[src/rtl/snn_pkg.sv]
//------------------------------------------------------------------------------
// snn_pkg : shared types and sizing helpers for the spike-coding blocks
// Rev 1.0
//------------------------------------------------------------------------------
`default_nettype none

package snn_pkg;

  typedef enum logic [0:0] {
    IDLE  = 1'b0,
    COUNT = 1'b1
  } dec_state_t;

  // Width of a counter that spans 0..window-1; never narrower than one bit.
  function automatic int win_width(input int window);
    return (window < 2) ? 1 : $clog2(window);
  endfunction

endpackage

`default_nettype wire

[src/rtl/spike_edge.sv]
//------------------------------------------------------------------------------
// spike_edge : registers the previous spike level and flags rising edges
// Rev 1.0
//------------------------------------------------------------------------------
`default_nettype none

module spike_edge (
  input  logic clk,
  input  logic rst,
  input  logic sig,
  output logic sig_edge
);

  logic r_prev;

  always_ff @(posedge clk or negedge rst) begin
    if (!rst) begin
      r_prev <= 1'b0;
    end else begin
      r_prev <= sig;
    end
  end

  assign sig_edge = sig & ~r_prev;

endmodule

`default_nettype wire

[src/rtl/spike_rate_decoder.sv]
//------------------------------------------------------------------------------
// spike_rate_decoder : counts spike rising edges per fixed window and publishes
//                      the count and a threshold decision over valid/ready
// Rev 1.0
//------------------------------------------------------------------------------
`default_nettype none

module spike_rate_decoder
  import snn_pkg::*;
#(
  parameter int WINDOW    = 1024,
  parameter int CNT_WIDTH = 10,
  parameter int THRESH    = 512
) (
  input  logic                 clk,
  input  logic                 rst,
  input  logic                 en,
  input  logic                 spike_in,
  output logic [CNT_WIDTH-1:0] count_out,
  output logic                 above_thresh,
  output logic                 valid,
  input  logic                 ready,
  output logic                 overrun
);

  localparam int                   c_win_w   = win_width(WINDOW);
  localparam logic [c_win_w-1:0]   c_last    = c_win_w'(WINDOW - 1);
  localparam logic [CNT_WIDTH-1:0] c_cnt_max = '1;

  dec_state_t           r_state;
  dec_state_t           w_state_nxt;
  logic [c_win_w-1:0]   r_win;
  logic [c_win_w-1:0]   w_win_nxt;
  logic [CNT_WIDTH-1:0] r_spk;
  logic [CNT_WIDTH-1:0] w_spk_nxt;
  logic [CNT_WIDTH-1:0] w_final;
  logic                 w_final_above;
  logic [CNT_WIDTH-1:0] r_count_out;
  logic                 r_above;
  logic                 r_valid;
  logic                 r_overrun;
  logic                 w_edge;
  logic                 w_slot_free;
  logic                 w_publish;
  logic                 w_drop;
  logic                 w_valid_nxt;

  spike_edge u_edge (
    .clk      (clk),
    .rst      (rst),
    .sig      (spike_in),
    .sig_edge (w_edge)
  );

  // Count including this cycle's edge, held at full scale rather than wrapping.
  assign w_final       = (r_spk == c_cnt_max) ? r_spk : r_spk + CNT_WIDTH'(w_edge);
  assign w_final_above = (int'(w_final) >= THRESH);
  assign w_slot_free   = ~r_valid | ready;

  always_comb begin
    w_state_nxt = r_state;
    w_win_nxt   = r_win;
    w_spk_nxt   = r_spk;
    w_publish   = 1'b0;
    w_drop      = 1'b0;
    case (r_state)
      IDLE: begin
        w_win_nxt = '0;
        w_spk_nxt = '0;
        if (en) w_state_nxt = COUNT;
      end
      COUNT: begin
        if (!en) begin
          w_state_nxt = IDLE;
          w_win_nxt   = '0;
          w_spk_nxt   = '0;
        end else if (r_win == c_last) begin
          w_win_nxt = '0;
          w_spk_nxt = '0;
          w_publish = w_slot_free;
          w_drop    = ~w_slot_free;
        end else begin
          w_win_nxt = r_win + c_win_w'(1);
          w_spk_nxt = w_final;
        end
      end
      default: w_state_nxt = IDLE;
    endcase
    // A publish in the same cycle as an accept keeps valid high with new data.
    w_valid_nxt = w_publish | (r_valid & ~ready);
  end

  always_ff @(posedge clk or negedge rst) begin
    if (!rst) begin
      r_state     <= IDLE;
      r_win       <= '0;
      r_spk       <= '0;
      r_count_out <= '0;
      r_above     <= 1'b0;
      r_valid     <= 1'b0;
      r_overrun   <= 1'b0;
    end else begin
      r_state <= w_state_nxt;
      r_win   <= w_win_nxt;
      r_spk   <= w_spk_nxt;
      r_valid <= w_valid_nxt;
      if (w_publish) begin
        r_count_out <= w_final;
        r_above     <= w_final_above;
      end
      if (w_drop) r_overrun <= 1'b1;
    end
  end

  assign count_out    = r_count_out;
  assign above_thresh = r_above;
  assign valid        = r_valid;
  assign overrun      = r_overrun;

endmodule

`default_nettype wire
[config.mk]
export PLATFORM = sky130hd
export DESIGN_NAME = spike_rate_decoder
export DESIGN_NICKNAME = d
export VERILOG_FILES = /design/src/rtl/snn_pkg.sv /design/src/rtl/spike_edge.sv /design/src/rtl/spike_rate_decoder.sv
export SDC_FILE = /design/constraint.sdc
export NUM_CORES = 1
export LEC_CHECK = 0
export CAP_MARGIN = 40
export CORE_ASPECT_RATIO = 1.2
export CORE_MARGIN = 8
export CORE_UTILIZATION = 49
export DETAILED_ROUTE_END_ITERATION = 8
export GPL_ROUTABILITY_DRIVEN = 0
export PLACE_DENSITY = 0.74
export SETUP_SLACK_MARGIN = 0.5
export SLEW_MARGIN = 20
export SYNTH_ARGS = -nofsm -noshare
export SYNTH_HDL_FRONTEND = slang
export SYNTH_SLANG_ARGS = --single-unit
[constraint.sdc]
create_clock -name clk -period 1.8 [get_ports clk]
set_input_delay 0.54 -clock clk [delete_from_list [all_inputs] [get_ports clk]]
set_output_delay 0.54 -clock clk [all_outputs]
set_load 0.05 [all_outputs]
==> impl_summary.txt <==
----------------------------------------------------
[Critical path]
  R2R Path End ... count_out[9]
  Reg2reg path depth ... 8
  Worst Path Required ... 2.05 ns
  Element type at the critical path start ... register
  Type of the setup path with the least slack ... register to register
  CP dominant cell by count ... sky130_fd_sc_hd__nor4_2
  Largest stage delay on the critical path ... 0.39 ns
  Worst reg2reg startpoint ... u_edge.r_prev
  Crit path launch ... u_edge.r_prev
  Flop-to-flop setup slack ... -0.0005 ns
  Data arrival time of the critical path ... 2.05 ns
  Crit path max-delay cell type ... sky130_fd_sc_hd__dfrtp_1
  Endpoint kind of the worst setup timing path ... register
  Ordered list of cells on the worst path ... nor2b_1 > ha_2 > buf_6 > nand4_1 > nor4_2 > nor4_2 > buf_4 > a21o_1
  Critical path fanouts, max ... 2

[STA]
  Slew at the pin closest to its max-slew limit ... 0.563 ns
  Highest attainable clock frequency ... 555 MHz
  Worst Hold Margin ... 0.304 ns
  Setup violators final ... 1
  Share of the clock period used by the worst path after layout ... 100%
  Fin worst setup slack ... -0.000522 ns
  Min cycle time layout ... 1.80 ns
  Pins over their slew limit ... 0
  Total count of hold-check failures in the final report ... 0
  Setup repair after global routing missed its margin ... yes
  Max-slew headroom at the worst pin ... 62.3%
  Final Skew ... 0.0127 ns

[Global routing]
  Antenna violations before repair ... 0
  First-pass GRT wire length ... 7040 um
  Via count of the first global-routing pass ... 1467
  Largest net degree at the start of global routing ... 36
  Global-route usage over all layers ... 17.5%
  Grt ovf ... 0

[Clocking]
  Clock slew at the register clock pins of the worst setup and hold paths ... 0.11 ns
  Cell chosen for the clock root ... sky130_fd_sc_hd__clkbuf_4
  Longest Clk Path Bufs ... 2
  TritonCTS clock tree ... built
  Cts-stage hold buffer count ... 0
  Clk_lat worst skew ... 0.36 ns
  Clock buffer count from CTS ... 5
  H-tree depth ... 2
  Clock net sink count ... 35

[Final layout]
  Area growth from synthesis to layout ... 63.6%
  Final Net Count ... 214
  Final non-filler cell area ... 0.00258 sq mm
  Share of final-layout standard cells stronger than drive strength 1 ... 50.2%
  Number of standard cells in the layout, taps in and fillers out ... 243
  Antenna diode count ... 0
  Total of fill cells in the finished design ... 144

[Floorplan]
  Die Footprint ... 0.00530 sq mm
  # rows ... 22
  Y dimension of the die ... 78.2 um
  IO Count ... 18
  Placeable Area ... 0.00308 sq mm
  Initial core utilization ... 51.2%
  Width of the chip ... 67.8 um

[Min path]
  Cell count of the worst hold path ... 1
  Beginning of the worst hold path ... spike_in
  Path category of the worst min-delay check ... input port to register
  Hold endpoint ... u_edge.r_prev

[Drt]
  DRC violations left ... 0
  Antenna-violating nets left ... 0
  Via total after detailed routing ... 1426
  Number of optimization iterations in the first detailed-route pass ... 4
  Total routed wirelength ... 4870 um
  Vias per cell ... 5.87
  Drt first-iter violations ... 143
  DR WL/cell ... 20.0 um

[Synth]
  Synthesized net count ... 157
  Average footprint of a synthesized cell ... 10.6 sq um
  Count of different cell masters after synthesis ... 29
  Number of enable-type register cells in the synthesized netlist ... 0
  Seq/Total Area, Yosys ... 55.5%
  Yosys top cell area share ... 55.5%
  Most repeated cell in the gate-level netlist after synthesis ... sky130_fd_sc_hd__dfrtp_1
  Largest cells by area after synthesis ... sky130_fd_sc_hd__dfrtp_1 (55%), sky130_fd_sc_hd__nor2_1 (5.7%), sky130_fd_sc_hd__mux2i_1 (3.8%), sky130_fd_sc_hd__nand4_1 (2.8%), sky130_fd_sc_hd__xor2_1 (2.8%)
  Number of cells produced by synthesis ... 149
  Synthesis Warnings ... 0
  Cell Area, Synth ... 0.00158 sq mm
  Post-synth ARST share ... 100%
  Post-synthesis register bit count ... 35
  Library cell with the largest summed area after synthesis ... sky130_fd_sc_hd__dfrtp_1
  Most frequent cells after synthesis ... sky130_fd_sc_hd__dfrtp_1 (35), sky130_fd_sc_hd__nor2_1 (24)
  Ys flop type ... sky130_fd_sc_hd__dfrtp_1

[Power and ir drop]
  Static Leak ... 1.17 nW
  Worst VDD drop ... 0.642 mV
  Total power per unit cell area ... 536 mW/mm^2
  Power Total ... 1.38 mW

[Job]
  Max-cap check violation count ... 0

[Place]
  Port-buffer cells ... 17
  Total instance count after detailed placement ... 217
  Worst slack at placement ... -0.512 ns
  Placed cell areas ... 0.00208 sq mm
  HPWL Detailed ... 2570 um

[Status]
  Violated checks ... setup timing
  Outcome ... finished with violations

----------------------------------------------------
## worst max-delay path by stage
stage / to / slack (ns)
after global routing: count_out[9] / -0.07
after CTS: count_out[9] / 0.09
after global placement: count_out[6] / -0.50
final: count_out[9] / -0.0005
after detailed placement: count_out[6] / -0.51
after floorplan: above_thresh / 0.11
## area by class of cell
cell class | instances | area, sq um | share of cell area (%)
Multi-Input combinational cell | 105 | 942 | 36.5
Sequential cell | 35 | 880 | 34.0
Clock buffer | 8 | 68.8 | 2.66
Tap cell | 36 | 45.0 | 1.74
Inverter | 7 | 26.3 | 1.02
Timing Repair Buffer | 52 | 622 | 24.1
## cells in the final DEF (no fill, tap or decap), types with 3 or more instances in the layout
| master | n |
|---|---|
| sky130_fd_sc_hd__xnor2_1 | 4 |
| sky130_fd_sc_hd__a21o_1 | 4 |
| sky130_fd_sc_hd__and3_1 | 3 |
| sky130_fd_sc_hd__o31ai_2 | 3 |
| sky130_fd_sc_hd__mux2i_1 | 6 |
| sky130_fd_sc_hd__inv_1 | 7 |
| sky130_fd_sc_hd__nor4_2 | 4 |
| sky130_fd_sc_hd__nor2_2 | 9 |
| sky130_fd_sc_hd__buf_4 | 16 |
| sky130_fd_sc_hd__nand4_1 | 7 |
| sky130_fd_sc_hd__buf_12 | 12 |
| sky130_fd_sc_hd__nor2_1 | 11 |
| sky130_fd_sc_hd__o21ai_2 | 5 |
| sky130_fd_sc_hd__buf_6 | 19 |
| sky130_fd_sc_hd__dfrtp_1 | 32 |
| sky130_fd_sc_hd__nand3_4 | 3 |
| sky130_fd_sc_hd__nand2_1 | 6 |
| sky130_fd_sc_hd__clkbuf_4 | 5 |
| sky130_fd_sc_hd__nor2_4 | 4 |
| sky130_fd_sc_hd__dfrtp_2 | 3 |
| sky130_fd_sc_hd__nand3_1 | 4 |
| sky130_fd_sc_hd__xor2_1 | 4 |
## report_power, final
part / leakage [nW] / switching (mW) / internal [mW] / total (mW)
registers: 0.452 / 0.00426 / 0.791 / 0.795
clock network: 0.0386 / 0.275 / 0.230 / 0.504
logic: 0.682 / 0.0485 / 0.0354 / 0.0839
total: 1.17 / 0.327 / 1.06 / 1.38
## kinds of logic after synthesis
kind of cell,share of synthesized area [%]
fa+ha+maj,2.38
buf+inv,2.69
mux,3.80
compound gates,8.64
simple gates,22.0
flops,55.5
xor+xnor,4.99
## sequential cells by signal, indices dropped and copies added, names as in the netlist
register       cells
r_win             10
u_edge.r_prev      1
r_spk             10
above_thresh       1
overrun            1
valid              1
count_out         10
r_state            1
## repair_timing
item | in CTS | in global routing
endpoints found under the setup margin | 44 | 46
pin swaps | 25 | 7
setup buffers | 11 | 4
gates resized for setup | 52 | 28
gates cloned | 3 | 0
## metal layers
metal | routed length [um] | share of wire (%) | GRT usage [%]
met1 | 1870 | 38 | 19.0
met2 | 2750 | 56 | 30.2
met3 | 135 | 2.8 | 4.55
met4 | 112 | 2.3 | 8.62
met5 | 0 | 0 | 0
## critical path: cells and delay by family, from the launching register on
family | cells | cell delay [ns]
simple gates | 4 | 0.68
flops | 1 | 0.39
buf+inv | 2 | 0.24
fa+ha+maj | 1 | 0.23
compound gates | 1 | 0.15
## metrics by stage
| stage | TNS, ns | util (%) |
|---|---|---|
| 6_report | -0.000522 | 83.8 |
| 5_1_grt | -0.181 | 83.8 |
| 4_1_cts | 0 | 79.4 |
| 3_5_place_dp | -6.99 | 67.6 |
| 3_3_place_gp | -6.52 | 67.6 |
| 2_1_floorplan | 0 | - |
Note: power is estimated with default switching activity, not from simulation.
